$ cat src/rtl/square_iter_pkg.sv
// Shared fixed-point constants and FSM encoding for the VAE
// square/square-root stages (signed Q4.11 words by default).
package square_iter_pkg;

    localparam int BITSIZE_DEF = 16;
    localparam int FRAC_DEF    = 11;

    localparam logic [BITSIZE_DEF-1:0] SAT_MAX =
        {1'b0, {(BITSIZE_DEF-1){1'b1}}};

    typedef enum logic [1:0] {
        IDLE,
        CALC,
        NORM,
        DONE
    } state_t;

    function automatic logic [BITSIZE_DEF-1:0] abs_mag(
        input logic [BITSIZE_DEF-1:0] v
    );
        // Most-negative input maps onto itself: 0x8000 -> 0x8000
        // as an unsigned magnitude.
        return v[BITSIZE_DEF-1] ? (~v + 1'b1) : v;
    endfunction

endpackage

$ cat src/rtl/square_iter_fx_round_sat.sv
// Round-half-up and saturate a 2W-bit unsigned product back to W bits.
// Ports: acc (product), data (rounded/clipped result), sat (clip flag).
module fx_round_sat
    import square_iter_pkg::*;
#(
    parameter int BITSIZE = BITSIZE_DEF,
    parameter int FRAC    = FRAC_DEF
) (
    input  logic [2*BITSIZE-1:0] acc,
    output logic [BITSIZE-1:0]   data,
    output logic                 sat
);

    // One spare bit so the rounding add can never wrap.
    localparam int AW = 2*BITSIZE + 1;

    localparam logic [AW-1:0] HALF  = AW'(1) << (FRAC-1);
    localparam logic [AW-1:0] LIMIT = (AW'(1) << (BITSIZE-1)) - AW'(1);

    logic [AW-1:0] sum;
    logic [AW-1:0] r;

    always_comb begin
        sum  = {1'b0, acc} + HALF;
        r    = sum >> FRAC;
        sat  = (r > LIMIT);
        data = sat ? LIMIT[BITSIZE-1:0] : r[BITSIZE-1:0];
    end

endmodule

$ cat src/rtl/square_iter.sv
// Iterative shift-add squarer y = x*x on signed fixed-point words.
// Ports: clk, reset (async low), in_valid/in_ready/data_in,
//        out_valid/out_ready/data_out, sat (clip flag).
module square_iter
    import square_iter_pkg::*;
#(
    parameter int BITSIZE = BITSIZE_DEF,
    parameter int FRAC    = FRAC_DEF
) (
    input  logic               clk,
    input  logic               reset,
    input  logic               in_valid,
    output logic               in_ready,
    input  logic [BITSIZE-1:0] data_in,
    output logic               out_valid,
    input  logic               out_ready,
    output logic [BITSIZE-1:0] data_out,
    output logic               sat
);

    localparam int CW = $clog2(BITSIZE);
    localparam logic [CW-1:0] LAST = CW'(BITSIZE-1);

    state_t              state;
    state_t              state_nxt;
    logic [BITSIZE-1:0]  mag;
    logic [BITSIZE-1:0]  mag_in;
    logic [2*BITSIZE-1:0] acc;
    logic [2*BITSIZE-1:0] addend;
    logic [CW-1:0]       cnt;
    logic [BITSIZE-1:0]  rs_data;
    logic                rs_sat;

    fx_round_sat #(
        .BITSIZE(BITSIZE),
        .FRAC   (FRAC)
    ) u_rs (
        .acc (acc),
        .data(rs_data),
        .sat (rs_sat)
    );

    always_comb begin
        mag_in = data_in[BITSIZE-1] ? (~data_in + 1'b1) : data_in;
    end

    // Partial product for the current multiplier bit.
    always_comb begin
        addend = '0;
        if (mag[cnt])
            addend = {{BITSIZE{1'b0}}, mag} << cnt;
    end

    always_comb begin
        state_nxt = state;
        in_ready  = 1'b0;
        out_valid = 1'b0;
        unique case (state)
            IDLE: begin
                in_ready = 1'b1;
                if (in_valid)
                    state_nxt = CALC;
            end
            CALC: begin
                if (cnt == LAST)
                    state_nxt = NORM;
            end
            NORM: begin
                state_nxt = DONE;
            end
            DONE: begin
                out_valid = 1'b1;
                if (out_ready)
                    state_nxt = IDLE;
            end
            default: state_nxt = IDLE;
        endcase
    end

    always_ff @(posedge clk or negedge reset) begin
        if (!reset) begin
            state    <= IDLE;
            mag      <= '0;
            acc      <= '0;
            cnt      <= '0;
            data_out <= '0;
            sat      <= 1'b0;
        end else begin
            state <= state_nxt;
            unique case (state)
                IDLE: begin
                    if (in_valid) begin
                        mag <= mag_in;
                        acc <= '0;
                        cnt <= '0;
                    end
                end
                CALC: begin
                    acc <= acc + addend;
                    cnt <= cnt + 1'b1;
                end
                NORM: begin
                    data_out <= rs_data;
                    sat      <= rs_sat;
                end
                DONE: begin
                end
                default: begin
                end
            endcase
        end
    end

endmodule

$ cat config.mk
export PLATFORM = sky130hd
export DESIGN_NAME = square_iter
export DESIGN_NICKNAME = d
export VERILOG_FILES = /design/src/rtl/square_iter_pkg.sv /design/src/rtl/square_iter_fx_round_sat.sv /design/src/rtl/square_iter.sv
export SDC_FILE = /design/constraint.sdc
export NUM_CORES = 1
export LEC_CHECK = 0
export CORE_UTILIZATION = 50
export CTS_BUF_LIST = sky130_fd_sc_hd__clkbuf_8
export DETAILED_ROUTE_END_ITERATION = 16
export PLACE_DENSITY = 0.69
export SLEW_MARGIN = 25
export SYNTH_ARGS = -nofsm -noshare
export SYNTH_HDL_FRONTEND = slang
export SYNTH_SLANG_ARGS = --single-unit
$ cat constraint.sdc
create_clock -name clk -period 6.4 [get_ports clk]
set_input_delay 0.64 -clock clk [delete_from_list [all_inputs] [get_ports clk]]
set_output_delay 0.64 -clock clk [all_outputs]
set_load 0.02 [all_outputs]
Yosys cells after proc, flatten, opt, wreduce, memory -nomap -nowiden
Cells that the tools add are included.

operators by class
  muxes and demuxes = 15
  order comparisons = 2
  equal/unequal tests = 7
  bitwise gates (word level) = 1
  shift operators = 1
  add/subtract/negate cells = 4
  reduce and logical (&&, ||, !) cells = 5

operator list
  cell                      count
  $mux W32                  2
  $pmux W32 S2              1
  $add A32 B11 Y33 const B  1
  $add A32 B32 Y32          1
  $mux W16                  2
  $shl A16 B4 Y32           1
  $gt A22 B15 Y1 const B    1
  $add A16 B1 Y16 const B   1
  $not A16 Y16              1
  $pmux W2 S4               1
  $pmux W4 S2               1
  $mux W2                   3
  $ne A2 B2 Y1 const B      3
  $lt A4 B5 Y1 const B      1
  $add A4 B1 Y4 const B     1
  $bmux W1 S4               1
  $eq A2 B2 Y1 const B      2
  $eq A4 B4 Y1 const B      1
  $mux W4                   1
  $reduce_and A2 Y1         2
  $mux W1                   3
  $reduce_and A3 Y1         1
  $eq A2 B1 Y1 const B      1
  $logic_not A2 Y1          1
  $reduce_bool A2 Y1        1

storage, ports and cells
  bits of input ports = 20
  register bits = 71
  logic and storage cells = 41

Longest topological paths before layout
  depth in word-level cells = 5
  gate-level depth with buffers = 19

Hierarchy
A second synthesis with hierarchy kept.

second synthesis, totals
  cell total of the unflattened synthesis = 765
  area, all modules = 6329.8 sq um

modules (own cells, without submodules)
  module        area an instance (sq um)  cells each  seq. area each (sq um)  instances
  square_iter   5693.0                    671         1776.7                  1
  fx_round_sat  636.9                     94          0.0                     1

Worst setup path before layout
Ideal clock, no wire load.

  path kind = reg-to-reg
  from = register cnt[0]
  to = register acc[21]
  cell stages (with the launch flop) = 17
  path slack = 2.432 ns
  path buffers = 4
  arrival time = 3.835 ns
  cells stage by stage = dfrtp_1 buf_4 mux4_2 o211ai_1 and2_1 buf_2 buf_4 a211oi_1 ha_1 clkbuf_1 a21o_1 a21o_1 a2111oi_0 nand3_1 a31oi_1 xor2_1 o21ai_0

on the way
  longest elaborated chain between the ends = 5

ends and longest elaborated chain
  item                           RTL line            RTL
  from (decl)                    square_iter.sv:30   logic [CW-1:0] cnt;
  from (signal assigned)         square_iter.sv:100  cnt <= cnt + 1'b1;
  $bmux W1 S4                    square_iter.sv:50   if (mag[cnt])
  $mux W1 (not written as such)  square_iter.sv:50
  $mux W32 (*)                   square_iter.sv:50
  $add A32 B32 Y32 (*)           square_iter.sv:99   acc <= acc + addend;
  $pmux W32 S2 (*)               square_iter.sv:90   unique case (state)
  to (signal assigned)           square_iter.sv:99
  to (decl)                      square_iter.sv:28   logic [2*BITSIZE-1:0] acc;

Every way passes the cells marked *; elsewhere a longest branch is shown, timed or not. The select of a mux whose other input is x is not followed.
A chain may end at the register's enable or synchronous reset.

Worst setup path after layout
  from = register cnt[0]
  to = register acc[25]

The elaborated chain is that of the path after synthesis.

==> impl_metrics.ini <==
[outcome]
status = finished clean

[clock_network]
post-cts-setup-buffers = 0
cts_tree = done
root_buffer = clkbuf_8
cts_made_buffers = 9
cts_max_level = 3
clock_sinks = 71
ctsResizeCount = 0
clk_latency_ns = 0.37
path_clk_slew_ns = 0.07
clock_path_buffers = 2
holdBufCountCts = 0

[job]
drv_cap = 0

[logic_synthesis]
synth_warnings = 0
synth_top_area_cell = dfrtp_1
synth_top_area_share_pct = 29.03
synth_area_leaders = dfrtp_1, ha_1, nor2_1
yosysSeqAreaShare_pct = 29.03
synth.distinct_cells = 66
synth_area_um2 = 6121
synth_edf_count = 0
synth_nets = 802
netlist_instances = 743
synth_flop_cell = dfrtp_1
synth-seq-cells = 71
synth_area_per_cell_um2 = 8.238
async_reset_ff_share_pct = 100.0

[die]
pin_count = 39
core_area_um2 = 11960
fp.dieW_um = 112.6
dieArea_um2 = 12690
start_util_pct = 51.17
die_y_um = 112.6
row_count = 40

[routing]
detail-route-antenna-nets = 0
dr.pass1.iters = 5
drc = 0
vias_per_cell = 5.999
post_drt_wl_per_cell_um = 16.40
drtIter0Drc = 300
num_vias = 5429
totalWireLength_mm = 14.85

[placement]
portBuffers = 38
place.gp.congestion = 0.8409
hpwlAfterDp_mm = 11.13

[critical_path]
cp.required_ns = 6.69
crit_buf_inv = 0
end_kind = register
critPathSlowestCell = dfrtp_1
max_stage_delay_ns = 0.83
start_kind = register
cp.depth = 12
critPathLaunch = cnt[0]$_DFFE_PN0P_
cp_max_fo = 20
crit_family = compound AO/OA/AOI/OAI gates
path_cells = mux4_2 > o211ai_1 > and2_1 > a211oi_1 > ha_1 > a21o_1 > a21o_1 > a2111oi_0 > nand3_1 > a31oi_1 > o2111ai_1 > a22oi_1
critPathKind = reg -> reg
reg2reg_depth = 12
timing.rr.start = cnt[0]$_DFFE_PN0P_
arrival_ns = 5.15
cpMostUsedCell = a21o_1

[sta]
clock_skew_ns = 0.01169
period_needed_ns = 4.862
max_slew_margin_pct = 48.58
rsz0062_at_grt = no
maxSlewViolCount = 0
hold_viol_final = 0
fin_crit_sh_pct = 75.97
fmax_mhz = 205.7
setup_viol = 0
fin_tns_setup_ns = 0
worstMarginPinSlew_ns = 0.7713

[final_layout]
layout.nets = 812
syn2layout_area_growth_pct = 10.40
drive_gt1_share_pct = 6.992
utilization_pct = 56.50
nFillCells = 1114
antenna-diode-count = 0

[grt]
gr-total-overflow = 0
grt_pass1_vias = 5256
grt_max_degree = 72
track_usage_pct = 24.94
antenna_found_initial = 0
grt_pass1_wl_mm = 25.18

[hold_path]
hold_class = in -> async

[power]
p_leak_uw = 0.002788
ir_worst_vdd_mv = 0.2323
powerDensity_nw_per_um2 = 476.1
worst register-to-register path, cell delays in order, from the launching register on:
cell and delay [ns]:
dfrtp_1 0.83, mux4_2 0.59, o211ai_1 0.55, and2_1 0.53, a211oi_1 0.12, ha_1 0.43, a21o_1 0.21, a21o_1 0.20
a2111oi_0 0.40, nand3_1 0.28, a31oi_1 0.34, o2111ai_1 0.14, a22oi_1 0.18
synth_stat cells, drive strengths merged, types with 2 or more instances:
master / number
mux2i: 23
dfrtp: 71
mux4: 6
and2: 11
o31ai: 8
buf: 13
a211o: 3
or3: 6
nand3b: 3
inv: 22
xnor2: 20
a22oi: 4
o21bai: 3
nand3: 22
or2: 3
clkbuf: 31
mux2: 4
nand2: 71
nor3: 11
o21a: 6
o21ai: 62
a41o: 2
o2111ai: 3
ha: 38
nand4: 13
a32o: 2
o211ai: 5
nor4: 3
xor2: 27
a31oi: 7
o22ai: 2
a21oi: 72
a21o: 11
or4: 5
and3: 4
nor2: 87
o41ai: 3
a211oi: 20
nor2b: 6
nand2b: 9
a22o: 7
metrics by stage:
stage	hold slack [ns]	cell area, um2	instances	total power [uW]	setup WS, ns
5_1_grt	0.4260	6758	905	3512	1.061
6_report	0.3593	6758	905	3217	1.538
3_3_place_gp	0.4719	6514	888	2765	1.695
4_1_cts	0.4993	6723	904	3208	1.516
2_1_floorplan	0.3444	6121	743	2328	2.432
3_5_place_dp	0.4869	6514	888	2813	1.504
layout by cell type, fill, tap and decap left out, drive strengths merged, types with 12 or more instances in the layout:
| master | netlist | layout |
|---|---|---|
| xnor2 | 20 | 20 |
| dfrtp | 71 | 71 |
| nand2 | 71 | 71 |
| a21oi | 72 | 72 |
| o21ai | 62 | 62 |
| mux2i | 23 | 23 |
| xor2 | 27 | 27 |
| nor2 | 87 | 87 |
| ha | 38 | 38 |
| inv | 22 | 23 |
| nand3 | 22 | 22 |
| clkdlybuf4s50 | 0 | 37 |
| nand4 | 13 | 13 |
| a211oi | 20 | 20 |
| clkbuf | 31 | 12 |
routing by layer:
| metal | routed length, um | vias up | GRT usage (%) |
|---|---|---|---|
| met5 | 0 | - | 0 |
| met4 | 216 | 0 | 8.000 |
| met3 | 558 | 23 | 4.644 |
| met2 | 7210 | 125 | 42.39 |
| met1 | 6859 | 2564 | 32.00 |
| li1 | - | 2717 | - |
layout make-up:
class | count | area (um2) | share of cell area, %
inverter | 23 | 86.33 | 1.278
tap | 147 | 183.9 | 2.722
clock inverter | 4 | 43.79 | 0.6480
timing repair buffer | 44 | 444.2 | 6.573
sequential | 71 | 1778 | 26.31
clock buffer | 12 | 165.2 | 2.444
multi-input combinational | 604 | 4056 | 60.03
worst paths after layout:
path,to,slack [ns]
max,acc[25]$_DFFE_PN0P_,1.54
min,data_out[3]$_DFFE_PN0P_,0.36
max reg2reg,acc[25]$_DFFE_PN0P_,1.54
min reg2reg,acc[8]$_DFFE_PN0P_,0.49
max in group asynchronous,cnt[1]$_DFFE_PN0P_,5.51
min in group clk,acc[8]$_DFFE_PN0P_,0.49
state kept, by name, summed over array words and instances (netlist names):
name and cells:
mag 16, cnt 4, acc 32, sat 1
data_out 16, state 2
kinds of logic (layout without fill, tap and decap cells):
| logic type | count (synthesis) | count (layout) | share of synthesized area (%) |
|---|---|---|---|
| and+or+nand+nor | 256 | 256 | 19.66 |
| AOI/OAI and AO/OA | 229 | 229 | 24.86 |
| DFF | 71 | 71 | 29.03 |
| buffers and inverters | 68 | 83 | 4.926 |
| xor gates and xnor gates | 47 | 47 | 6.725 |
| adders and majority gates | 39 | 39 | 8.095 |
| muxes | 33 | 33 | 6.705 |
power breakdown:
part	internal (uW)	leakage, uW	switching (uW)
clock	209	0.000114	172
sequential	609	0.000883	179
combinational	846	0.00179	1200
total	1660	0.00279	1550
No activity file was read; power rests on OpenSTA's default activity.
